**src/rtl/traffic_pkg.sv**
```systemverilog
// Shared types and constants for the traffic lamp safety monitor.
package traffic_pkg;

  typedef enum logic [1:0] {
    STARTUP = 2'd0,
    RUN     = 2'd1,
    FLASH   = 2'd2,
    RECOVER = 2'd3
  } mon_state_t;

  localparam logic [2:0] FC_NONE        = 3'd0;
  localparam logic [2:0] FC_CONFLICT    = 3'd1;
  localparam logic [2:0] FC_MULTI_LAMP  = 3'd2;
  localparam logic [2:0] FC_DARK        = 3'd3;
  localparam logic [2:0] FC_SHORT_YEL   = 3'd4;
  localparam logic [2:0] FC_SKIP_YELLOW = 3'd5;

  // One signal head, MSB first: {red, yellow, green}.
  typedef struct packed {
    logic red;
    logic yellow;
    logic green;
  } lamp_t;

  localparam lamp_t LAMP_RED = 3'b100;
  localparam lamp_t LAMP_OFF = 3'b000;

  // Counter width able to hold 0..max_val, never narrower than 1 bit.
  function automatic int cnt_w(input int max_val);
    return $clog2(max_val + 2);
  endfunction

endpackage

```
**src/rtl/traffic_head_checker.sv**
```systemverilog
// Per-head lamp sanity checks: multi-lamp, dark timeout, short and skipped yellow.
// Flags are combinational on the sampled lamp plus this head's registered history.
module traffic_head_checker
  import traffic_pkg::*;
#(
  parameter int DARK_TOL   = 3,
  parameter int MIN_YELLOW = 3
) (
  input  logic  clk,
  input  logic  rst,
  input  lamp_t lamp,
  output logic  multi,
  output logic  dark,
  output logic  short_yel,
  output logic  skip_yel
);

  localparam int DW = cnt_w(DARK_TOL);
  localparam int YW = cnt_w(MIN_YELLOW);

  lamp_t         prev;
  logic [DW-1:0] dark_cnt;   // consecutive all-dark cycles before this one
  logic [YW-1:0] yel_cnt;    // consecutive yellow cycles before this one
  logic          is_dark;

  assign is_dark   = (lamp == LAMP_OFF);
  assign multi     = (lamp.red & lamp.yellow) | (lamp.red & lamp.green) |
                     (lamp.yellow & lamp.green);
  assign dark      = is_dark && (dark_cnt >= DW'(DARK_TOL));
  assign short_yel = prev.yellow && !lamp.yellow && (yel_cnt < YW'(MIN_YELLOW));
  assign skip_yel  = prev.green && lamp.red && !lamp.green;

  // History and saturating run-length counters track the head every cycle.
  always_ff @(posedge clk) begin
    if (rst) begin
      prev     <= LAMP_OFF;
      dark_cnt <= '0;
      yel_cnt  <= '0;
    end else begin
      prev <= lamp;
      if (!is_dark)                      dark_cnt <= '0;
      else if (dark_cnt != DW'(DARK_TOL)) dark_cnt <= dark_cnt + 1'b1;
      if (!lamp.yellow)                     yel_cnt <= '0;
      else if (yel_cnt != YW'(MIN_YELLOW)) yel_cnt <= yel_cnt + 1'b1;
    end
  end

endmodule

```
**src/rtl/traffic_conflict_monitor.sv**
```systemverilog
// Safety stage between the light controller and lamp drivers. Passes lamps
// through with one cycle of latency, and on any unsafe pattern latches the
// first fault code and flashes both reds until cleared and proven healthy.
module traffic_conflict_monitor
  import traffic_pkg::*;
#(
  parameter int CONFLICT_TOL   = 2,
  parameter int DARK_TOL       = 3,
  parameter int MIN_YELLOW     = 3,
  parameter int FLASH_HALF     = 5,
  parameter int STARTUP_CYCLES = 4,
  parameter int RECOVER_CYCLES = 8
) (
  input  logic       clk,
  input  logic       rst,
  input  logic       ns_red,
  input  logic       ns_yellow,
  input  logic       ns_green,
  input  logic       ew_red,
  input  logic       ew_yellow,
  input  logic       ew_green,
  input  logic       fault_clr,
  output logic       lamp_ns_red,
  output logic       lamp_ns_yellow,
  output logic       lamp_ns_green,
  output logic       lamp_ew_red,
  output logic       lamp_ew_yellow,
  output logic       lamp_ew_green,
  output logic       fault,
  output logic [2:0] fault_code
);

  localparam int NUM_HEADS = 2;
  localparam int CFW  = cnt_w(CONFLICT_TOL);
  localparam int CMAX = (STARTUP_CYCLES > FLASH_HALF) ?
                        ((STARTUP_CYCLES > RECOVER_CYCLES) ? STARTUP_CYCLES : RECOVER_CYCLES) :
                        ((FLASH_HALF > RECOVER_CYCLES) ? FLASH_HALF : RECOVER_CYCLES);
  localparam int CW   = cnt_w(CMAX);

  logic [NUM_HEADS-1:0][2:0] head_in;
  logic [NUM_HEADS-1:0]      multi_v, dark_v, short_v, skip_v;

  assign head_in[0] = {ns_red, ns_yellow, ns_green};
  assign head_in[1] = {ew_red, ew_yellow, ew_green};

  for (genvar h = 0; h < NUM_HEADS; h++) begin : g_head
    traffic_head_checker #(
      .DARK_TOL   (DARK_TOL),
      .MIN_YELLOW (MIN_YELLOW)
    ) u_chk (
      .clk       (clk),
      .rst       (rst),
      .lamp      (head_in[h]),
      .multi     (multi_v[h]),
      .dark      (dark_v[h]),
      .short_yel (short_v[h]),
      .skip_yel  (skip_v[h])
    );
  end

  mon_state_t     state, state_nxt;
  logic [CW-1:0]  cnt, cnt_nxt;        // startup / flash half-period / healthy-run timer
  logic           phase, phase_nxt;    // flashing-red phase
  logic [2:0]     code_nxt, fc_det;
  logic [CFW-1:0] conf_cnt;
  logic           both_nonred, conflict, any_fault;
  logic [5:0]     lamp_q, lamp_nxt;

  assign both_nonred = !ns_red && !ew_red;
  assign conflict    = both_nonred && (conf_cnt >= CFW'(CONFLICT_TOL));

  // Consecutive both-heads-off-red run length, saturating at the tolerance.
  always_ff @(posedge clk) begin
    if (rst || !both_nonred)               conf_cnt <= '0;
    else if (conf_cnt != CFW'(CONFLICT_TOL)) conf_cnt <= conf_cnt + 1'b1;
  end

  // Same-cycle faults resolve to the lowest code.
  always_comb begin
    fc_det = FC_NONE;
    if (conflict)        fc_det = FC_CONFLICT;
    else if (|multi_v)   fc_det = FC_MULTI_LAMP;
    else if (|dark_v)    fc_det = FC_DARK;
    else if (|short_v)   fc_det = FC_SHORT_YEL;
    else if (|skip_v)    fc_det = FC_SKIP_YELLOW;
  end
  assign any_fault = (fc_det != FC_NONE);

  // Next-state, timer, flash phase, fault code and next lamp image.
  always_comb begin
    state_nxt = state;
    cnt_nxt   = cnt;
    phase_nxt = phase;
    code_nxt  = fault_code;
    case (state)
      STARTUP: begin
        if (cnt == CW'(STARTUP_CYCLES - 1)) begin
          state_nxt = RUN;
          cnt_nxt   = '0;
        end else begin
          cnt_nxt = cnt + 1'b1;
        end
      end
      RUN: begin
        if (any_fault) begin
          state_nxt = FLASH;
          code_nxt  = fc_det;
          cnt_nxt   = '0;
          phase_nxt = 1'b1;
        end
      end
      FLASH: begin
        if (fault_clr) begin
          state_nxt = RECOVER;
          cnt_nxt   = '0;
        end else if (cnt == CW'(FLASH_HALF - 1)) begin
          cnt_nxt   = '0;
          phase_nxt = !phase;
        end else begin
          cnt_nxt = cnt + 1'b1;
        end
      end
      RECOVER: begin
        if (any_fault) begin
          state_nxt = FLASH;
          code_nxt  = fc_det;
          cnt_nxt   = '0;
          phase_nxt = 1'b1;
        end else if (cnt == CW'(RECOVER_CYCLES - 1)) begin
          state_nxt = RUN;
          cnt_nxt   = '0;
          code_nxt  = FC_NONE;
        end else begin
          cnt_nxt = cnt + 1'b1;
        end
      end
      default: state_nxt = STARTUP;
    endcase

    lamp_nxt = {LAMP_RED, LAMP_RED};
    case (state_nxt)
      RUN:     lamp_nxt = {head_in[0], head_in[1]};
      FLASH:   lamp_nxt = {phase_nxt, 2'b00, phase_nxt, 2'b00};
      default: lamp_nxt = {LAMP_RED, LAMP_RED};
    endcase
  end

  // State and registered driver outputs.
  always_ff @(posedge clk) begin
    if (rst) begin
      state      <= STARTUP;
      cnt        <= '0;
      phase      <= 1'b0;
      fault_code <= FC_NONE;
      fault      <= 1'b0;
      lamp_q     <= {LAMP_RED, LAMP_RED};
    end else begin
      state      <= state_nxt;
      cnt        <= cnt_nxt;
      phase      <= phase_nxt;
      fault_code <= code_nxt;
      fault      <= (state_nxt == FLASH) || (state_nxt == RECOVER);
      lamp_q     <= lamp_nxt;
    end
  end

  assign {lamp_ns_red, lamp_ns_yellow, lamp_ns_green,
          lamp_ew_red, lamp_ew_yellow, lamp_ew_green} = lamp_q;

endmodule

```
**config.mk**
```make
export PLATFORM = sky130hd
export DESIGN_NAME = traffic_conflict_monitor
export DESIGN_NICKNAME = d
export VERILOG_FILES = /design/src/rtl/traffic_pkg.sv /design/src/rtl/traffic_head_checker.sv /design/src/rtl/traffic_conflict_monitor.sv
export SDC_FILE = /design/constraint.sdc
export NUM_CORES = 1
export LEC_CHECK = 0
export ABC_AREA = 1
export CAP_MARGIN = 0
export CORE_MARGIN = 2
export CORE_UTILIZATION = 44
export CTS_CLUSTER_SIZE = 20
export DETAILED_ROUTE_END_ITERATION = 7
export PLACE_DENSITY = 0.66
export SYNTH_ARGS = -nofsm -noshare
export SYNTH_HDL_FRONTEND = slang
export SYNTH_SLANG_ARGS = --single-unit
```
**constraint.sdc**
```tcl
create_clock -name clk -period 3.7 [get_ports clk]
set_clock_uncertainty 0.05 [all_clocks]
set_input_delay 0.555 -clock clk [delete_from_list [all_inputs] [get_ports clk]]
set_output_delay 0.555 -clock clk [all_outputs]
set_load 0.01 [all_outputs]
```
==> impl_metrics.tcl <==
set metrics [dict create \
    status "finished, final reports clean" \
    port_buffers 18 \
    cp-end-kind "flop" \
    postPlaceCellArea_um2 2070 \
    rows 23 \
    cts_tree "built" \
    power.density_nw_per_um2 543 \
    setup_viol 0 \
    maxCapViolCount 0 \
    fp.dieW_um 68.4 \
    drive_above_1_share_pct 13.0 \
    fmax_mhz 411 \
    worst_slew_pin_slew_ps 564 \
    critPathKind "input port to flop" \
    start_util_pct 45.7 \
    syn_area_um2 1830 \
    drc 0 \
    final_cell_mix "nand2_1, nor2_1, dfxtp_1" \
    synth_top_area_share_pct 37.3 \
    drtIter0Drc 74 \
    finalHoldViolations 0 \
    syn_nets 266 \
    die-area_um2 4680 \
    grt_remaining_overflow 0 \
    cts_root_buffer "clkbuf_8" \
    layout_commonest_cell "nand2_1" \
    antenna_found_initial 0 \
    cp_max_fo 7 \
    h-tree-depth 2 \
    grt_pass1_vias 1458 \
    cp_data_required_time_ps 3810 \
    chipHeight_um 68.4 \
    antenna_left 0 \
    maxSlewHeadroom_pct 62.3 \
    cts_hold_buffers 0 \
    finalNetCount 290 \
    total_power_mw 1.18 \
    finalCritPeriodShare_pct 65.7 \
    period_needed_ps 2430 \
    vdd_ir_drop_max_mv 0.243 \
    io_pins 19 \
    cts_sinks 34 \
    grt_max_degree 15 \
    post_drt_wl_per_cell_um 10.8 \
    min-delay-path-class "flop to flop" \
    dr.pass1.iters 4 \
    antenna_cells 0 \
    worstSetupStartpointType "input port" \
    cts_buffers 5 \
    clk_latency_ps 280 \
    grt_pass1_wl_mm 6.14 \
    synthCells 244 \
    yosysWarnings 0 \
    finalWirelength_mm 3.45 \
    synth_area_leader_cell "dfxtp_1" \
    arrival_ps 2540 \
    clk_pin_slew_worst_paths_ps 70 \
    fin_worst_hold_slack_ps 432 \
    grt.total_usage_pct 17.9 \
    synth_area_per_cell_um2 7.49 \
    finalMaxSlewViolations 0 \
    ys_top_cells_by_area "dfxtp_1, ha_1, nand2_1, nor2_1, inv_1" \
    stdcell_area_um2 2180 \
    cts_resized 0 \
    gp_congestion 0.930 \
    ys_seq_area_share_pct 37.3 \
    synth.distinct_cells 27 \
    core-area_um2 4000 \
    hpwl_mm 2.69 \
    power.leakage_nw 0.965 \
    cts_buffer_depth 2 \
    final.setup.tns_ps 0 \
    via_per_inst 4.86 \
    rsz0062_at_grt "false" \
    syn_to_final_growth_pct 19.1 \
    vias 1549 \
    yosys_register_bits 34 \
    cts_setup_buffers 0 \
]
synthesized netlist by cell type, drive strengths merged:
cell type	count
a21oi	12
a22oi	1
buf	1
clkinv	1
dfxtp	34
ha	13
inv	34
nand2	49
nand3	22
nand3b	3
nand4	8
nor2	44
nor3	4
o21ai	12
xor2	6
power breakdown:
group	switching (mW)	internal, mW	total (mW)	leakage (nW)
sequential	0.0466	0.422	0.469	0.277
clock	0.132	0.188	0.320	0.0575
combinational	0.225	0.168	0.393	0.630
sequential cells by signal, indices dropped and copies added, names as in the netlist, 2 cells and up:
name / flops
g_head.u_chk.dark_cnt: 6
g_head.u_chk.yel_cnt: 6
lamp_q: 6
cnt: 4
g_head.u_chk.prev: 4
fault_code: 3
conf_cnt: 2
path summary, 6_finish.rpt:
path | slack [ps] | startpoint | cells past startpoint | to
max | 1270 | ew_red | 14 | lamp_q[2]
min | 430 | g_head[1].u_chk.yel_cnt[1] | 2 | g_head[1].u_chk.yel_cnt[1]
max reg2reg | 1290 | g_head[0].u_chk.dark_cnt[0] | 15 | lamp_q[2]
min reg2reg | 430 | g_head[1].u_chk.yel_cnt[1] | 2 | g_head[1].u_chk.yel_cnt[1]
area by class of cell:
type / instances / area [um2]
Inverter: 35 / 136
Tap cell: 50 / 62.6
Sequential cell: 34 / 681
Multi-Input combinational cell: 174 / 1010
Fill cell: 392 / 1820
Clock buffer: 8 / 110
Timing Repair Buffer: 18 / 180
routing by layer:
| metal | track usage, % | vias to the layer above | wire length [um] |
|---|---|---|---|
| li1 | - | 831 | - |
| met1 | 22.7 | 685 | 1790 |
| met2 | 27.6 | 26 | 1500 |
| met3 | 5.43 | 7 | 100 |
| met4 | 8.25 | 0 | 62 |
| met5 | 0 | - | 0 |
critical path, stage by stage:
cell	delay [ps]
clkdlybuf4s50_1	510
inv_1	120
nand2_1	50
nand2_1	60
nand3_1	110
nor2_4	150
nand3_4	130
nand2_4	110
nand2_4	90
nand3_2	100
inv_1	50
ha_1	260
nor2_1	130
nand3_1	110
kinds of logic after synthesis:
logic type,synth area share [%]
compound gates,7.81
fa+ha+maj,8.90
buf+inv,7.67
simple gates,35.5
xor+xnor,2.88
flops,37.3
stage by stage:
step                utilization, %  cells  setup WS (ps)
floorplan                        -    244           1520
global placement              51.6    311            986
detailed placement            51.6    311            964
CTS                           54.4    319           1270
global route                  54.4    319           1100
finish                        54.4    319           1270
(Power assumes the default switching activity.)
